[config.mk]
export PLATFORM = sky130hd
export DESIGN_NAME = cpu_run_controller
export DESIGN_NICKNAME = d
export VERILOG_FILES = /design/src/rtl/cpu_run_controller.sv
export SDC_FILE = /design/constraint.sdc
export NUM_CORES = 1
export LEC_CHECK = 0
export BUFFER_PORTS_ARGS = -buffer_cell sky130_fd_sc_hd__buf_2
export CAP_MARGIN = 20
export CORE_UTILIZATION = 50
export DETAILED_ROUTE_END_ITERATION = 8
export PLACE_DENSITY_LB_ADDON = 0.3
export SLEW_MARGIN = 40
export SYNTH_ARGS = -nofsm -noshare
export SYNTH_HDL_FRONTEND = slang
export SYNTH_SLANG_ARGS = --single-unit
[constraint.sdc]
create_clock -name clk -period 13.7 [get_ports clk]
set_input_delay 2.74 -clock clk [delete_from_list [all_inputs] [get_ports clk]]
set_output_delay 2.74 -clock clk [all_outputs]
set_load 0.05 [all_outputs]
[src/rtl/cpu_run_controller.sv]
// Run controller for the single-cycle CPU bench: streams a program image into memory,
// runs the CPU out of reset, ends on end-PC / jump-to-self / timeout, and keeps a short trace.
module cpu_run_controller #(
    parameter int ADDR_WIDTH     = 32,
    parameter int DATA_WIDTH     = 32,
    parameter int TIMEOUT_CYCLES = 2048,
    parameter int HALT_REPEAT    = 2,
    parameter int TRACE_DEPTH    = 16
) (
    input  logic                                  clk,
    input  logic                                  reset,
    input  logic                                  start,
    input  logic                                  load_valid,
    output logic                                  load_ready,
    input  logic [ADDR_WIDTH-1:0]                 load_addr,
    input  logic [DATA_WIDTH-1:0]                 load_data,
    input  logic                                  load_last,
    output logic                                  mem_we,
    output logic [ADDR_WIDTH-1:0]                 mem_addr,
    output logic [DATA_WIDTH-1:0]                 mem_wdata,
    output logic                                  cpu_reset,
    input  logic [ADDR_WIDTH-1:0]                 pc,
    input  logic [DATA_WIDTH-1:0]                 instruction,
    input  logic [ADDR_WIDTH-1:0]                 end_pc,
    output logic                                  done,
    output logic                                  halted,
    output logic                                  timed_out,
    output logic [$clog2(TIMEOUT_CYCLES+1)-1:0]   cycle_count,
    output logic [$clog2(TRACE_DEPTH+1)-1:0]      trace_count,
    input  logic [$clog2(TRACE_DEPTH)-1:0]        trace_rd_idx,
    output logic [ADDR_WIDTH-1:0]                 trace_pc,
    output logic [DATA_WIDTH-1:0]                 trace_instr
);
    localparam int CW = $clog2(TIMEOUT_CYCLES+1);
    localparam int TW = $clog2(TRACE_DEPTH+1);
    localparam int IW = $clog2(TRACE_DEPTH);
    localparam int RW = $clog2(HALT_REPEAT+1);
    localparam logic [CW-1:0] TIMEOUT_VAL = CW'(TIMEOUT_CYCLES);
    localparam logic [TW-1:0] DEPTH_VAL   = TW'(TRACE_DEPTH);
    localparam logic [RW-1:0] REPEAT_VAL  = RW'(HALT_REPEAT);

    typedef enum logic [1:0] {IDLE, LOAD, RUN, DONE} state_t;

    state_t                state;
    logic [ADDR_WIDTH-1:0] prev_pc;
    logic                  prev_valid;
    logic [RW-1:0]         rep_cnt;
    logic [ADDR_WIDTH-1:0] trace_pc_mem    [TRACE_DEPTH];
    logic [DATA_WIDTH-1:0] trace_instr_mem [TRACE_DEPTH];

    logic          accept;
    logic          pc_repeat;
    logic          repeat_hit;
    logic          halt_hit;
    logic          timeout_hit;
    logic          trace_space;
    logic [CW-1:0] cnt_next;
    logic [RW-1:0] rep_next;

    assign accept      = (state == LOAD) && load_valid;
    assign load_ready  = (state == LOAD);
    assign done        = (state == DONE);
    assign mem_we      = accept;
    assign mem_addr    = (state == LOAD) ? load_addr : '0;
    assign mem_wdata   = (state == LOAD) ? load_data : '0;

    // The first RUN cycle has no previous pc, so it can never count as a repeat.
    assign pc_repeat   = prev_valid && (pc == prev_pc);
    assign rep_next    = rep_cnt + 1'b1;
    assign repeat_hit  = pc_repeat && (rep_next == REPEAT_VAL);
    assign halt_hit    = (pc == end_pc) || repeat_hit;
    assign cnt_next    = cycle_count + 1'b1;
    assign timeout_hit = (cnt_next == TIMEOUT_VAL);
    assign trace_space = (trace_count < DEPTH_VAL);

    always_ff @(posedge clk) begin
        if (reset) begin
            state       <= IDLE;
            cpu_reset   <= 1'b1;
            halted      <= 1'b0;
            timed_out   <= 1'b0;
            cycle_count <= '0;
            trace_count <= '0;
            prev_pc     <= '0;
            prev_valid  <= 1'b0;
            rep_cnt     <= '0;
        end else begin
            case (state)
                IDLE: if (start) state <= LOAD;
                LOAD: begin
                    if (accept && load_last) begin
                        state       <= RUN;
                        cpu_reset   <= 1'b0;
                        halted      <= 1'b0;
                        timed_out   <= 1'b0;
                        cycle_count <= '0;
                        trace_count <= '0;
                        prev_valid  <= 1'b0;
                        rep_cnt     <= '0;
                    end
                end
                RUN: begin
                    cycle_count <= cnt_next;
                    if (trace_space) trace_count <= trace_count + 1'b1;
                    prev_pc    <= pc;
                    prev_valid <= 1'b1;
                    rep_cnt    <= pc_repeat ? rep_next : '0;
                    // Halt wins over a timeout detected in the same cycle.
                    if (halt_hit || timeout_hit) begin
                        state     <= DONE;
                        cpu_reset <= 1'b1;
                        halted    <= halt_hit;
                        timed_out <= !halt_hit;
                    end
                end
                DONE: if (start) state <= LOAD;
            endcase
        end
    end

    always_ff @(posedge clk) begin
        if ((state == RUN) && trace_space) begin
            trace_pc_mem[trace_count[IW-1:0]]    <= pc;
            trace_instr_mem[trace_count[IW-1:0]] <= instruction;
        end
    end

    assign trace_pc    = trace_pc_mem[trace_rd_idx];
    assign trace_instr = trace_instr_mem[trace_rd_idx];

endmodule

==> run_results.csv, run 1 <==
group,metric,value,unit
status,outcome,"complete, no violations",
drt,wl,100000,um
global_route,grt_pass1_vias,21700,
worst_setup_path,critPathCaptureType,"output port",
timing,finalHoldViolCount,0,
yosys,yosys.area.top_type_share,0.730,
clock_tree,cts-root-buf,"clkbuf_16",
yosys,yosysWarnings,0,
place,hpwl,54300,um
power_and_ir_drop,leakage,16.1,nW
global_route,antenna_found_initial,6,
timing,rsz0062_at_grt,"false",
power_and_ir_drop,cellPowerDensity,153,mW/mm2
final_layout,final_util,0.585,
place,gp_congestion,1.02,
power_and_ir_drop,power.internal,5.59,mW
clock_tree,clock_sinks,1081,
floorplanning,die-height,292,um
worst_setup_path,path_class,"input pin to output port",
global_route,grt_pass1_wl,144000,um
worst_setup_path,r2r_cells,8,
yosys,yosys_most_used_dff,"edfxtp_1",
power_and_ir_drop,swShare,0.250,
timing,setup_viol,0,
power_and_ir_drop,seq_power_share,0.498,
worst_setup_path,cp_max_fo,42,
drt,vias,21100,
worst_setup_path,crit_path_frequent_cell,"mux4_2",
yosys,async_flop_share,0,
final_layout,stdcell_area,0.0489,mm2
power_and_ir_drop,power.total,7.46,mW
flow_run,drv_cap,0,
worst_setup_path,cp.buffers_inverters,4,
place,io_buffers,319,
drt,post-route-drc-count,0,
yosys,avgSynthCellArea,22.2,um2
yosys,ys_ff_latch,1081,
worst_setup_path,cpMaxStageDelayCell,"mux4_2",
floorplanning,start_util,0.504,
yosys,synth_top_area_cell,"edfxtp_1",
worst_setup_path,worstReg2RegEnd,"trace_pc_mem[2][21]",
worst_setup_path,timing.rr.start,"state[0]",
timing,max_freq,121,MHz
yosys,synth_most_common_cell,"edfxtp_1",
drt,via_per_inst,6.08,
worst_setup_path,worstPathRequired,10960,ps
timing,min_period_over_period,0.602,
timing,fin_setup_tns,0,ps
worst_setup_path,setup.worst_path.start_class,"input pin",
clock_tree,clk_latency,670,ps
yosys,synth_cell_types,61,
final_layout,multi_input_area,0.00991,mm2
drt,route.met3.wl,6700,um
clock_tree,tritoncts,"done",
drt,drt_pre_antenna_iters,7,
floorplanning,dieArea,0.0854,mm2
clock_tree,numCtsBuffers,108,
drt,top_layer_used,"met4",
timing,worstMarginPinSlew,826,ps
final_layout,final_nets,2462,
clock_tree,cts_resized,0,
global_route,grt-ovfl-total,0,
final_layout,syn2layout_area_growth,16.1,%
clock_tree,cts_setup_buffers,0,
power_and_ir_drop,clkPwrFrac,0.378,
final_layout,regArea,0.0319,mm2
power_and_ir_drop,vdd_drop_max,0.110,mV
yosys,synth_area_leaders,"edfxtp_1 (73%), mux4_2 (17%), dfxtp_1 (2.7%)",
worst_setup_path,critPathTopFamily,"buffers and inverters",
timing,slew_viol_final,0,
yosys,synth_area,0.0421,mm2
yosys,synth_fp_nets,2079,
floorplanning,die_x,292,um
clock_tree,cts-hold-fix-buffers,0,
drt,antenna_left,0,
hold_path,min_path_cells,2,
global_route,grt_max_degree,73,
yosys,synth_edf_count,1024,
yosys,netlist_instances,1900,
drt,wl_met1,37800,um
yosys,netlist_top_cells_count,"edfxtp_1 (1024), mux4_2 (320), nor2_1 (74), and2_1 (65), dfxtp_1 (57)",
drt,drt-initial-drc-count,2024,
hold_path,hold_path.class,"flip-flop to flip-flop",
clock_tree,htreeDepth,3,
floorplanning,rows,106,
timing,period_needed,8240,ps
timing,slew_headroom,0.449,
global_route,grt_usage,0.235,
hold_path,hold_end,"rep_cnt[1]",
timing,skew,26.4,ps
worst_setup_path,r2r_slack,10180,ps
place,place_area,0.0454,mm2
power_and_ir_drop,combPwrFrac,0.123,
drt,post_drt_wl_per_cell,28.9,um
worst_setup_path,max_stage_delay,590,ps
clock_tree,clk_pin_slew,60,ps
floorplanning,core,0.0836,mm2
yosys,ys_seq_area_frac,0.757,
power_and_ir_drop,p_sw,1.87,mW
hold_path,min_from,"rep_cnt[1]",
clock_tree,ctsLongestPathBuffers,3,
drt,met2RoutedLength,52800,um
final_layout,nFillCells,5920,
worst_setup_path,crit_chain,"buf_8 -> buf_16 -> buf_6 -> mux4_2 -> mux4_2 -> buf_2",
floorplanning,ios,320,
final_layout,layout-drive-gt1-share,0.367,
worst_setup_path,arrival,5500,ps
[final cells by class]
type | instances | share of cell area
Sequential cell | 1081 | 0.652
Multi-Input combinational cell | 707 | 0.203
Clock buffer | 144 | 0.0608
Timing Repair Buffer | 368 | 0.0460
Tap cell | 1080 | 0.0276
Clock inverter | 58 | 0.00906
Inverter | 17 | 0.00130
Antenna cell | 9 | 0.000461
[per-layer routing]
metal | vias to the layer above | global-route usage
li1 | 8732 | -
met1 | 11300 | 0.303
met2 | 943 | 0.411
met3 | 120 | 0.0345
met4 | 0 | 0.0788
met5 | - | 0
[power groups by stage]
stage / combinational, mW / sequential [mW] / clock (mW)
floorplan: 0.640 / 3.80 / 0
global placement: 0.906 / 3.78 / 0
detailed placement: 0.925 / 3.78 / 0
CTS: 0.928 / 3.71 / 2.86
global route: 0.968 / 3.72 / 2.98
finish: 0.921 / 3.72 / 2.82
[registers in the layout, summed over array words and instances, names as in the netlist]
register         count
prev_valid           1
cpu_reset            1
trace_instr_mem    512
state                2
timed_out            1
trace_count          5
trace_pc_mem       512
cycle_count         12
halted               1
prev_pc             32
rep_cnt              2
[tightest hold or removal path, stage by stage (launching register included)]
cell and delay, ps:
dfxtp_1 330, a21oi_1 70, nor2_1 70
[how the worst max path moves through the flow]
stage,from,to,cells after the start
final,trace_rd_idx[0],trace_pc[12],6
after global routing,trace_rd_idx[0],trace_pc[12],6
after CTS,trace_rd_idx[0],trace_pc[12],6
after detailed placement,trace_rd_idx[0],trace_pc[12],6
after global placement,trace_rd_idx[1],trace_pc[12],5
after floorplan,trace_rd_idx[0],trace_instr[0],5
[cell usage in the layout (no fill, tap or decap), types with 15 or more instances in the layout]
cell	instances
xor2_1	40
a21oi_1	16
buf_2	314
edfxtp_1	1024
inv_1	15
clkbuf_1	27
buf_4	26
clkinv_1	20
and2_1	65
mux4_2	320
mux2i_1	32
nand2_1	24
clkbuf_16	115
nor2_1	62
dfxtp_1	57
clkinv_2	27
[per-stage QoR]
step / setup slack, ps / instances / hold WS [ps]
finish: 5460 / 3464 / 504
global route: 5260 / 3459 / 538
CTS: 5140 / 3452 / 502
detailed placement: 5150 / 3250 / 489
global placement: 5180 / 3240 / 464
floorplan: 6370 / 1900 / 454
[cells by family (layout without fill, tap and decap cells)]
logic type | after synthesis | in the layout | synth area share
compound gates | 58 | 58 | 0.00962
xor+xnor | 54 | 54 | 0.0112
fa+ha+maj | 10 | 10 | 0.00297
buf+inv | 112 | 587 | 0.0109
flops | 1081 | 1081 | 0.757
mux | 352 | 352 | 0.179
other cells | 0 | 9 | 0
simple gates | 233 | 233 | 0.0298
No activity file was read; power rests on OpenSTA's default activity.
==> inputs of run 2 (changes only) <==
==> constraint.sdc (replaced) <==
create_clock -name clk -period 6.65 [get_ports clk]
set_input_delay 1.33 -clock clk [delete_from_list [all_inputs] [get_ports clk]]
set_output_delay 1.33 -clock clk [all_outputs]
set_load 0.05 [all_outputs]
==> run_results.csv, run 2 (synthesis results as in run 1) <==
group,metric,value,unit
status,outcome,"complete, no violations",
drt,drt-initial-drc-count,1924,
power_and_ir_drop,cellPowerDensity,318,mW/mm2
power_and_ir_drop,swShare,0.249,
worst_setup_path,setup.worst_path.start_class,"input pin",
floorplanning,core,0.0836,mm2
power_and_ir_drop,clkPwrFrac,0.389,
worst_setup_path,path_class,"input pin to output port",
global_route,grt_pass1_vias,21900,
clock_tree,cts-hold-fix-buffers,0,
floorplanning,start_util,0.504,
timing,worstMarginPinSlew,859,ps
clock_tree,ctsLongestPathBuffers,3,
worst_setup_path,arrival,3660,ps
global_route,grt_usage,0.234,
floorplanning,die-height,292,um
place,io_buffers,319,
worst_setup_path,max_stage_delay,590,ps
clock_tree,clk_pin_slew,60,ps
timing,period_needed,4990,ps
clock_tree,cts_setup_buffers,0,
drt,post-route-drc-count,0,
place,hpwl,55100,um
worst_setup_path,cpMaxStageDelayCell,"mux4_2",
drt,via_per_inst,6.02,
clock_tree,htreeDepth,3,
worst_setup_path,cp.buffers_inverters,3,
worst_setup_path,critPathCaptureType,"output port",
final_layout,final_util,0.588,
global_route,grt_pass1_wl,144000,um
timing,rsz0062_at_grt,"false",
place,gp_congestion,1.03,
power_and_ir_drop,vdd_drop_max,0.216,mV
power_and_ir_drop,combPwrFrac,0.122,
worst_setup_path,critPathTopFamily,"buffers and inverters",
final_layout,mostFrequentLayoutCell,"edfxtp_1",
timing,slew_viol_final,0,
final_layout,syn2layout_area_growth,16.6,%
drt,vias,20800,
timing,fin_setup_tns,0,ps
power_and_ir_drop,power.internal,11.7,mW
power_and_ir_drop,leakage,16.2,nW
timing,finalHoldViolCount,0,
timing,min_period_over_period,0.750,
timing,skew,29.9,ps
drt,wl,98600,um
worst_setup_path,cp_max_fo,48,
worst_setup_path,crit_path_frequent_cell,"mux4_2",
floorplanning,rows,106,
final_layout,final_nets,2463,
drt,drt_pre_antenna_iters,9,
global_route,antenna_found_initial,9,
timing,whs,494,ps
clock_tree,cts-root-buf,"clkbuf_16",
timing,max_freq,201,MHz
floorplanning,dieArea,0.0854,mm2
worst_setup_path,crit_chain,"buf_8 -> buf_4 -> mux4_2 -> mux4_2 -> buf_2",
timing,slew_headroom,0.424,
floorplanning,ios,320,
drt,antenna_left,0,
timing,setup_viol,0,
global_route,grt_max_degree,86,
worst_setup_path,worstPathRequired,5320,ps
floorplanning,die_x,292,um
clock_tree,tritoncts,"done",
flow_run,drv_cap,0,
clock_tree,clk_latency,660,ps
final_layout,mostFrequentLayoutCells,"edfxtp_1 (1024), mux4_2 (320), buf_2 (314), clkbuf_16 (109), and2_1 (65)",
clock_tree,clock_sinks,1081,
drt,post_drt_wl_per_cell,28.5,um
clock_tree,cts_resized,0,
global_route,grt-ovfl-total,0,
final_layout,nFillCells,5920,
power_and_ir_drop,seq_power_share,0.490,
hold_path,hold_path.class,"flip-flop to flip-flop",
final_layout,layout-drive-gt1-share,0.369,
clock_tree,numCtsBuffers,107,
power_and_ir_drop,p_sw,3.90,mW
==> run 2: cell types whose count changed in the layout (fill, tap and decap cells not counted), sizes merged <==
cell      before  now
diode          9    6
clkinvlp       1    2
buf          366  370
clkinv        49   55
clkbuf       146  129
bufinv         5   13
==> run 2: per-layer routing <==
layer | part of all wire | wire length (um) | track usage | vias up
li1 | - | - | - | 8722
met1 | 0.39 | 38400 | 0.309 | 11000
met2 | 0.51 | 50700 | 0.402 | 925
met3 | 0.067 | 6650 | 0.0347 | 155
met4 | 0.029 | 2880 | 0.0797 | 0
met5 | 0 | 0 | 0 | -
==> run 2: final cells by class <==
cell class	count	area, um2	share of cell area
inverter	17	63.8	0.00130
sequential	1081	31900	0.649
tap	1080	1350	0.0275
multi-input combinational	707	9910	0.202
timing repair buffer	370	2310	0.0471
antenna	6	15.0	0.000306
clock inverter	73	749	0.0153
clock buffer	129	2830	0.0577
==> run 2: final timing paths <==
path         slack (ps)             from  cells past startpoint                     end
max                1660  trace_rd_idx[0]                      5         trace_instr[12]
min                 490       rep_cnt[1]                      2              rep_cnt[1]
max reg2reg        3350         state[1]                      6  trace_instr_mem[0][11]
min reg2reg         490       rep_cnt[1]                      2              rep_cnt[1]
==> run 2: worst min-delay path: cells and delay by family (launching register included) <==
family | cells | cell delay, ps
simple gates | 1 | 70
compound gates | 1 | 60
flops | 1 | 330
==> run 2: metrics by stage <==
stage / worst slack, ps / power, mW / cells / cell area [um2]
6_report: 1660 / 15.6 / 3463 / 49100
5_1_grt: 1490 / 16.1 / 3462 / 49100
4_1_cts: 1570 / 15.7 / 3456 / 49100
3_5_place_dp: 1560 / 9.71 / 3254 / 45500
3_3_place_gp: 1600 / 9.66 / 3248 / 45300
2_1_floorplan: 617 / 9.14 / 1900 / 42100
==> run 2: power groups by stage <==
stage | sequential [mW] | combinational [mW] | clock (mW)
3_3_place_gp | 7.79 | 1.88 | 0
6_report | 7.65 | 1.90 | 6.07
5_1_grt | 7.66 | 2.00 | 6.44
3_5_place_dp | 7.80 | 1.91 | 0
2_1_floorplan | 7.82 | 1.32 | 0
4_1_cts | 7.65 | 1.91 | 6.17
